**config.mk**
```make
export PLATFORM = sky130hd
export DESIGN_NAME = mem_arbiter_flat
export DESIGN_NICKNAME = d
export VERILOG_FILES = /design/src/rtl/mem_arbiter_if.sv /design/src/rtl/mem_arbiter.sv /design/src/flat_wrapper.sv
export SDC_FILE = /design/constraint.sdc
export NUM_CORES = 1
export LEC_CHECK = 0
export CAP_MARGIN = 20
export CORE_UTILIZATION = 35
export DETAILED_ROUTE_END_ITERATION = 10
export DONT_BUFFER_PORTS = 1
export GPL_ROUTABILITY_DRIVEN = 0
export SETUP_SLACK_MARGIN = 0.3
export SKIP_CTS_REPAIR_TIMING = 1
export SLEW_MARGIN = 20
export SYNTH_ARGS = -nofsm -noshare
export SYNTH_HDL_FRONTEND = slang
export SYNTH_SLANG_ARGS = --single-unit
```
**constraint.sdc**
```tcl
create_clock -name clk -period 2.1 [get_ports clk]
set_clock_uncertainty 0.1 [all_clocks]
set_input_delay 0.525 -clock clk [delete_from_list [all_inputs] [get_ports clk]]
set_output_delay 0.525 -clock clk [all_outputs]
set_load 0.02 [all_outputs]
```
**src/rtl/mem_arbiter_if.sv**
```systemverilog
// mem_arbiter_if
//   Memory-side bus between the arbiter and the single ram512x8 port.
//   master : arbiter side (drives the operation, receives data/completion)
//   slave  : RAM side
//   Signals:
//     mem_mov   master->slave  memory-operation-valid
//     mem_rw    master->slave  1=read, 0=write
//     mem_addr  master->slave  byte address (ADDR_W bits)
//     mem_opc   master->slave  access-size opcode
//     mem_wdata master->slave  store data
//     mem_rdata slave->master  load data
//     mem_moc   slave->master  memory-operation-complete
interface mem_arbiter_if #(
    parameter int ADDR_W = 9
);
    logic              mem_mov;
    logic              mem_rw;
    logic [ADDR_W-1:0] mem_addr;
    logic [5:0]        mem_opc;
    logic [31:0]       mem_wdata;
    logic [31:0]       mem_rdata;
    logic              mem_moc;

    modport master (
        output mem_mov,
        output mem_rw,
        output mem_addr,
        output mem_opc,
        output mem_wdata,
        input  mem_rdata,
        input  mem_moc
    );

    modport slave (
        input  mem_mov,
        input  mem_rw,
        input  mem_addr,
        input  mem_opc,
        input  mem_wdata,
        output mem_rdata,
        output mem_moc
    );
endinterface

```
**src/rtl/mem_arbiter.sv**
```systemverilog
// mem_arbiter
//   Shares one RAM port between instruction fetch and data load/store.
//   One transaction at a time, round-robin on simultaneous requests, and a
//   MOC timeout that completes the transaction with an error flag.
//   Ports:
//     clk      system clock, rising edge
//     reset    asynchronous, active-low
//     i_req/i_addr            fetch request (level, held until i_ack)
//     i_ack/i_rdata           fetch completion pulse / fetched word
//     d_req/d_rw/d_opc/d_addr/d_wdata   data request
//     d_ack/d_rdata           data completion pulse / load data
//     d_err                   high with the ack when completion was by timeout
//     mem                     RAM bus (mem_arbiter_if.master)
module mem_arbiter #(
    parameter int          ADDR_W  = 9,
    parameter int          TIMEOUT = 15,
    parameter logic [5:0]  I_OPC   = 6'b100011
) (
    input  logic              clk,
    input  logic              reset,
    input  logic              i_req,
    input  logic [ADDR_W-1:0] i_addr,
    output logic              i_ack,
    output logic [31:0]       i_rdata,
    input  logic              d_req,
    input  logic              d_rw,
    input  logic [5:0]        d_opc,
    input  logic [ADDR_W-1:0] d_addr,
    input  logic [31:0]       d_wdata,
    output logic              d_ack,
    output logic [31:0]       d_rdata,
    output logic              d_err,
    mem_arbiter_if.master     mem
);

    typedef enum logic [1:0] {
        IDLE = 2'd0,
        WAIT = 2'd1,
        DONE = 2'd2
    } state_t;

    state_t     state;
    logic       last_grant;  // 0 = fetch, 1 = data
    logic       cur_grant;   // owner of the transaction in flight
    logic [7:0] cnt;

    logic do_grant;
    logic pick_data;

    // Grant decision. A high MOC in IDLE means the RAM is still releasing
    // the previous operation, so nothing is granted until it falls.
    always_comb begin
        do_grant  = 1'b0;
        pick_data = 1'b0;
        if (!mem.mem_moc) begin
            if (i_req && d_req) begin
                do_grant  = 1'b1;
                pick_data = ~last_grant;
            end else if (i_req) begin
                do_grant  = 1'b1;
                pick_data = 1'b0;
            end else if (d_req) begin
                do_grant  = 1'b1;
                pick_data = 1'b1;
            end
        end
    end

    always_ff @(posedge clk or negedge reset) begin
        if (!reset) begin
            state         <= IDLE;
            last_grant    <= 1'b1;
            cur_grant     <= 1'b0;
            cnt           <= '0;
            i_ack         <= 1'b0;
            d_ack         <= 1'b0;
            d_err         <= 1'b0;
            i_rdata       <= '0;
            d_rdata       <= '0;
            mem.mem_mov   <= 1'b0;
            mem.mem_rw    <= 1'b0;
            mem.mem_addr  <= '0;
            mem.mem_opc   <= '0;
            mem.mem_wdata <= '0;
        end else begin
            case (state)
                IDLE: begin
                    i_ack <= 1'b0;
                    d_ack <= 1'b0;
                    d_err <= 1'b0;
                    if (do_grant) begin
                        state       <= WAIT;
                        cur_grant   <= pick_data;
                        last_grant  <= pick_data;
                        cnt         <= '0;
                        mem.mem_mov <= 1'b1;
                        if (pick_data) begin
                            mem.mem_rw    <= d_rw;
                            mem.mem_addr  <= d_addr;
                            mem.mem_opc   <= d_opc;
                            mem.mem_wdata <= d_wdata;
                        end else begin
                            mem.mem_rw    <= 1'b1;
                            mem.mem_addr  <= i_addr;
                            mem.mem_opc   <= I_OPC;
                            mem.mem_wdata <= '0;
                        end
                    end
                end

                WAIT: begin
                    if (mem.mem_moc) begin
                        mem.mem_mov <= 1'b0;
                        state       <= DONE;
                        d_err       <= 1'b0;
                        if (cur_grant) begin
                            d_ack <= 1'b1;
                            if (mem.mem_rw) begin
                                d_rdata <= mem.mem_rdata;
                            end
                        end else begin
                            i_ack <= 1'b1;
                            if (mem.mem_rw) begin
                                i_rdata <= mem.mem_rdata;
                            end
                        end
                    end else if (cnt == 8'(TIMEOUT)) begin
                        // Comparing before the increment makes the error
                        // ack land TIMEOUT+1 edges after the grant.
                        mem.mem_mov <= 1'b0;
                        state       <= DONE;
                        d_err       <= 1'b1;
                        if (cur_grant) begin
                            d_ack <= 1'b1;
                        end else begin
                            i_ack <= 1'b1;
                        end
                    end else begin
                        cnt <= cnt + 8'd1;
                    end
                end

                DONE: begin
                    i_ack <= 1'b0;
                    d_ack <= 1'b0;
                    d_err <= 1'b0;
                    state <= IDLE;
                end

                default: begin
                    state <= IDLE;
                end
            endcase
        end
    end

endmodule

```
**src/flat_wrapper.sv**
```systemverilog
// flat-port wrapper written by rule: the top's interface ports become plain ports
module mem_arbiter_flat 
#(
    parameter int          ADDR_W  = 9,
    parameter int          TIMEOUT = 15,
    parameter logic [5:0]  I_OPC   = 6'b100011
)
  (clk, reset, i_req, i_addr, i_ack, i_rdata, d_req, d_rw, d_opc, d_addr, d_wdata, d_ack, d_rdata, d_err, mem_mem_mov, mem_mem_rw, mem_mem_addr, mem_mem_opc, mem_mem_wdata, mem_mem_rdata, mem_mem_moc);
  mem_arbiter_if #(.ADDR_W(ADDR_W)) mem_i ();
  input  logic clk;
  input  logic reset;
  input  logic i_req;
  input  logic [ADDR_W-1:0] i_addr;
  output logic i_ack;
  output logic [31:0] i_rdata;
  input  logic d_req;
  input  logic d_rw;
  input  logic [5:0] d_opc;
  input  logic [ADDR_W-1:0] d_addr;
  input  logic [31:0] d_wdata;
  output logic d_ack;
  output logic [31:0] d_rdata;
  output logic d_err;
  output wire logic [$bits(mem_i.mem_mov)-1:0] mem_mem_mov;
  output wire logic [$bits(mem_i.mem_rw)-1:0] mem_mem_rw;
  output wire logic [$bits(mem_i.mem_addr)-1:0] mem_mem_addr;
  output wire logic [$bits(mem_i.mem_opc)-1:0] mem_mem_opc;
  output wire logic [$bits(mem_i.mem_wdata)-1:0] mem_mem_wdata;
  input wire logic [$bits(mem_i.mem_rdata)-1:0] mem_mem_rdata;
  input wire logic [$bits(mem_i.mem_moc)-1:0] mem_mem_moc;
  assign mem_mem_mov = mem_i.mem_mov;
  assign mem_mem_rw = mem_i.mem_rw;
  assign mem_mem_addr = mem_i.mem_addr;
  assign mem_mem_opc = mem_i.mem_opc;
  assign mem_mem_wdata = mem_i.mem_wdata;
  assign mem_i.mem_rdata = mem_mem_rdata;
  assign mem_i.mem_moc = mem_mem_moc;
  mem_arbiter #(.ADDR_W(ADDR_W), .TIMEOUT(TIMEOUT), .I_OPC(I_OPC)) u_core (.clk(clk), .reset(reset), .i_req(i_req), .i_addr(i_addr), .i_ack(i_ack), .i_rdata(i_rdata), .d_req(d_req), .d_rw(d_rw), .d_opc(d_opc), .d_addr(d_addr), .d_wdata(d_wdata), .d_ack(d_ack), .d_rdata(d_rdata), .d_err(d_err), .mem(mem_i));
endmodule
```
==> summary.md <==
| Metric | Value |
|---|---|
| Port bufs | 0 |
| Reg2reg path depth | 5 |
| Starting Density | 0.364 |
| Crit Reg-Reg Startpoint | u_core.state[1] |
| Final hold vios | 128 |
| Setup slack, reg-to-reg | 0.37 ns |
| Post-DP Area | 5310 sq um |
| Iteration-0 DRC Markers | 118 |
| Most Used Layer, Global Route | met2 |
| FMAX | 580 MHz |
| Worst-Skew Late Latency | 0.41 ns |
| GRT Overall Usage | 0.142 |
| Syn. warnings | 0 |
| PD cells | 1450 nW/um^2 |
| Syn nets | 521 |
| Hpwl dp | 7240 um |
| Crit path capture | u_core.i_rdata[29] |
| Initial antenna violation count | 0 |
| Worst path slowest cell | dfrtp_1 |
| Final setup margin | 0.375 ns |
| CP Capture Type | flip-flop |
| Design Area, Final | 6040 sq um |
| Req. time, crit path | 2.28 ns |
| Chip width | 123 um |
| Setup TNS Final | 0 ns |
| Grt ovf | 0 |
| # setup viols final | 0 |
| Core area | 14,000 sq um |
| Startpoint Class | flip-flop |
| Clock root buffer | clkbuf_16 |
| Antenna Cells | 0 |
| WL final | 10,900 um |
| Max stage delay on crit path | 0.44 ns |
| Vias per inst | 5.03 |
| Longest Clk Path Bufs | 2 |
| Arrival time at the worst endpoint | 1.91 ns |
| Clk slew on worst S/H paths | 0.06 ns |
| CTS H-tree depth | 4 |
| Met2 Use GR | 0.226 |
| Post-synthesis cell count | 426 |
| ANT nets after route | 0 |
| Synth cell types | 35 |
| Grt met3 use | 0.0835 |
| Clk sinks | 128 |
| Flops & latches, synth | 128 |
| Crit path kind | reg2reg |
| Outcome | complete, but fails checks |
| Register area share after synthesis | 0.626 |
| CP cell instances | nand2b_1, nor3_4, buf_12, clkbuf_16, mux2_1 |
| Share of layout cells above drive strength 1 | 0.180 |
| Met1 usage | 0.149 |
| CTS tree | done |
| Hold/Removal Path Class | in2async |
| Worst Tran Pin Value | 0.349 ns |
| Synthesis-to-finish area growth | 18.2% |
| VDD IR max | 0.000515 V |
| CP Max Fanout | 16 |
| Worst Hold Slack | -0.284 ns |
| Tmin final | 1.73 ns |
| CTS Buf Count | 17 |
| DR WL/cell | 17.5 um |
| Die area | 15,100 sq um |
| Leak | 0.00272 uW |
| RSZ-0062 raised after global routing | false |
| # nets final | 527 |
| Max-slew headroom | 0.765 |
| Max Cap Violations | 0 |
| Fin crit share | 0.822 |
| Via count of the first global-routing pass | 3,181 |
| Post-Synthesis Cell Area | 5110 sq um |
| Reg2Reg Capture Point | u_core.i_rdata[29] |
| Remaining DRCs | 0 |
| # rows | 43 |
| Slew Limit Fails | 0 |
| Ports | 210 |
| Fillers | 1,281 |
| Drt pass-1 iters | 5 |
| Critical Path Start | u_core.state[1] |
| Violated checks | negative hold slack |
| Die H | 123 um |
| Via count | 3,144 |
| Pre-CTS setup slack | 0.179 ns |
| Syn avg cell area | 12.0 sq um |
| First-pass GRT wire length | 15,900 um |
| Pin count of the biggest net entering global routing | 129 |
critical path: cells and delay by family, from the launching register on:
family                 cells  cell delay, ns
multiplexers               1            0.34
buffers and inverters      2            0.32
AND/OR/NAND/NOR            2            0.40
flip-flops                 1            0.44
worst min-delay path by stage:
| stage | start | to | slack [ns] | depth (start not counted) |
|---|---|---|---|---|
| finish | reset | u_core.d_rdata[3] | -0.28 | 0 |
| global route | reset | u_core.d_rdata[3] | -0.32 | 0 |
| CTS | reset | u_core.i_rdata[5] | -0.32 | 0 |
| detailed placement | reset | u_core.d_rdata[10] | 0.13 | 0 |
| global placement | reset | u_core.d_rdata[10] | 0.13 | 0 |
| floorplan | reset | u_core.cnt[0] | 0.13 | 0 |
metal layers:
metal,part of all wire,vias to the layer above
met3,0.13,10
met4,0.013,0
met1,0.38,1493
met5,0,-
met2,0.48,174
li1,-,1467
sequential cells by signal, summed over array words and instances, names as in the netlist:
signal / cells
u_core.d_err: 1
u_core.last_grant: 1
u_core.cnt: 8
u_core.i_ack: 1
u_core.d_ack: 1
u_core.d_rdata: 32
u_core.mem.mem_opc: 6
u_core.state: 2
u_core.mem.mem_mov: 1
u_core.mem.mem_rw: 1
u_core.i_rdata: 32
u_core.mem.mem_wdata: 32
u_core.cur_grant: 1
u_core.mem.mem_addr: 9
kinds of logic after synthesis:
family	count (synthesis)	share of synthesized area
adders and majority gates	1	0.00245
buffers and inverters	31	0.0298
DFF	128	0.626
and+or+nand+nor	119	0.100
muxes	74	0.160
AOI/OAI and AO/OA	73	0.0807
cells in the final DEF (no fill, tap or decap), types with 2 or more instances in the layout:
cell type / netlist / layout
bufinv_16: 0 / 3
clkinv_4: 0 / 2
mux2i_1: 10 / 10
mux2_2: 23 / 23
buf_12: 0 / 4
and3_1: 4 / 2
nand3_1: 4 / 4
inv_1: 5 / 5
clkbuf_8: 0 / 2
nor3_1: 3 / 3
a41oi_1: 3 / 3
o21ai_1: 3 / 2
o21ai_0: 52 / 52
clkinvlp_4: 0 / 4
mux2_1: 41 / 41
nand2b_1: 2 / 2
clkinv_2: 0 / 3
and3_2: 0 / 2
a21oi_1: 3 / 3
clkbuf_16: 0 / 19
nor2_1: 7 / 7
nand2_1: 92 / 92
o21a_1: 4 / 3
buf_4: 1 / 6
dfrtp_1: 127 / 126
a31oi_1: 4 / 4
power breakdown:
group	internal [uW]	switching, uW	total, uW
Sequential	3270	1560	4830
Clock	1930	1080	3010
Combinational	524	386	910
synthesized netlist by cell type:
cell,n,share of area
a211oi_1,1,0.0015
a211oi_2,1,0.0024
a21oi_1,3,0.0029
a31oi_1,4,0.0049
a32o_1,1,0.0020
a41oi_1,3,0.0051
and2b_1,1,0.0015
and3_1,4,0.0049
buf_1,6,0.0044
buf_2,8,0.0078
buf_4,1,0.0015
buf_6,3,0.0066
clkbuf_1,8,0.0059
dfrtp_1,127,0.62
dfstp_2,1,0.0051
ha_1,1,0.0024
inv_1,5,0.0037
mux2_1,41,0.090
mux2_2,23,0.051
mux2i_1,10,0.020
nand2_1,92,0.068
nand2b_1,2,0.0024
nand3_1,4,0.0039
nand4_1,1,0.0012
nand4_2,1,0.0024
nor2_1,7,0.0051
nor2b_1,1,0.0012
nor3_1,3,0.0029
nor3_4,1,0.0032
nor4_1,1,0.0012
nor4_2,1,0.0024
o21a_1,4,0.0059
o21ai_0,52,0.051
o21ai_1,3,0.0029
o221a_2,1,0.0022
area by class of cell:
class / count / area (sq um) / area share
Sequential cell: 128 / 3210 / 0.530
Tap cell: 180 / 225 / 0.0373
Inverter: 5 / 18.8 / 0.00310
Clock buffer: 19 / 453 / 0.0749
Clock inverter: 13 / 161 / 0.0267
Multi-Input combinational cell: 267 / 1790 / 0.296
Timing Repair Buffer: 13 / 190 / 0.0315
through the flow:
stage	utilization	std cells	power (uW)	hold slack (ns)
global route	0.430	625	9230	-0.323
finish	0.430	625	8760	-0.284
global placement	0.378	587	5700	0.132
floorplan	-	426	5420	0.129
detailed placement	0.378	587	5780	0.132
CTS	0.422	619	8840	-0.316
Power figures use the tool's default switching activity.
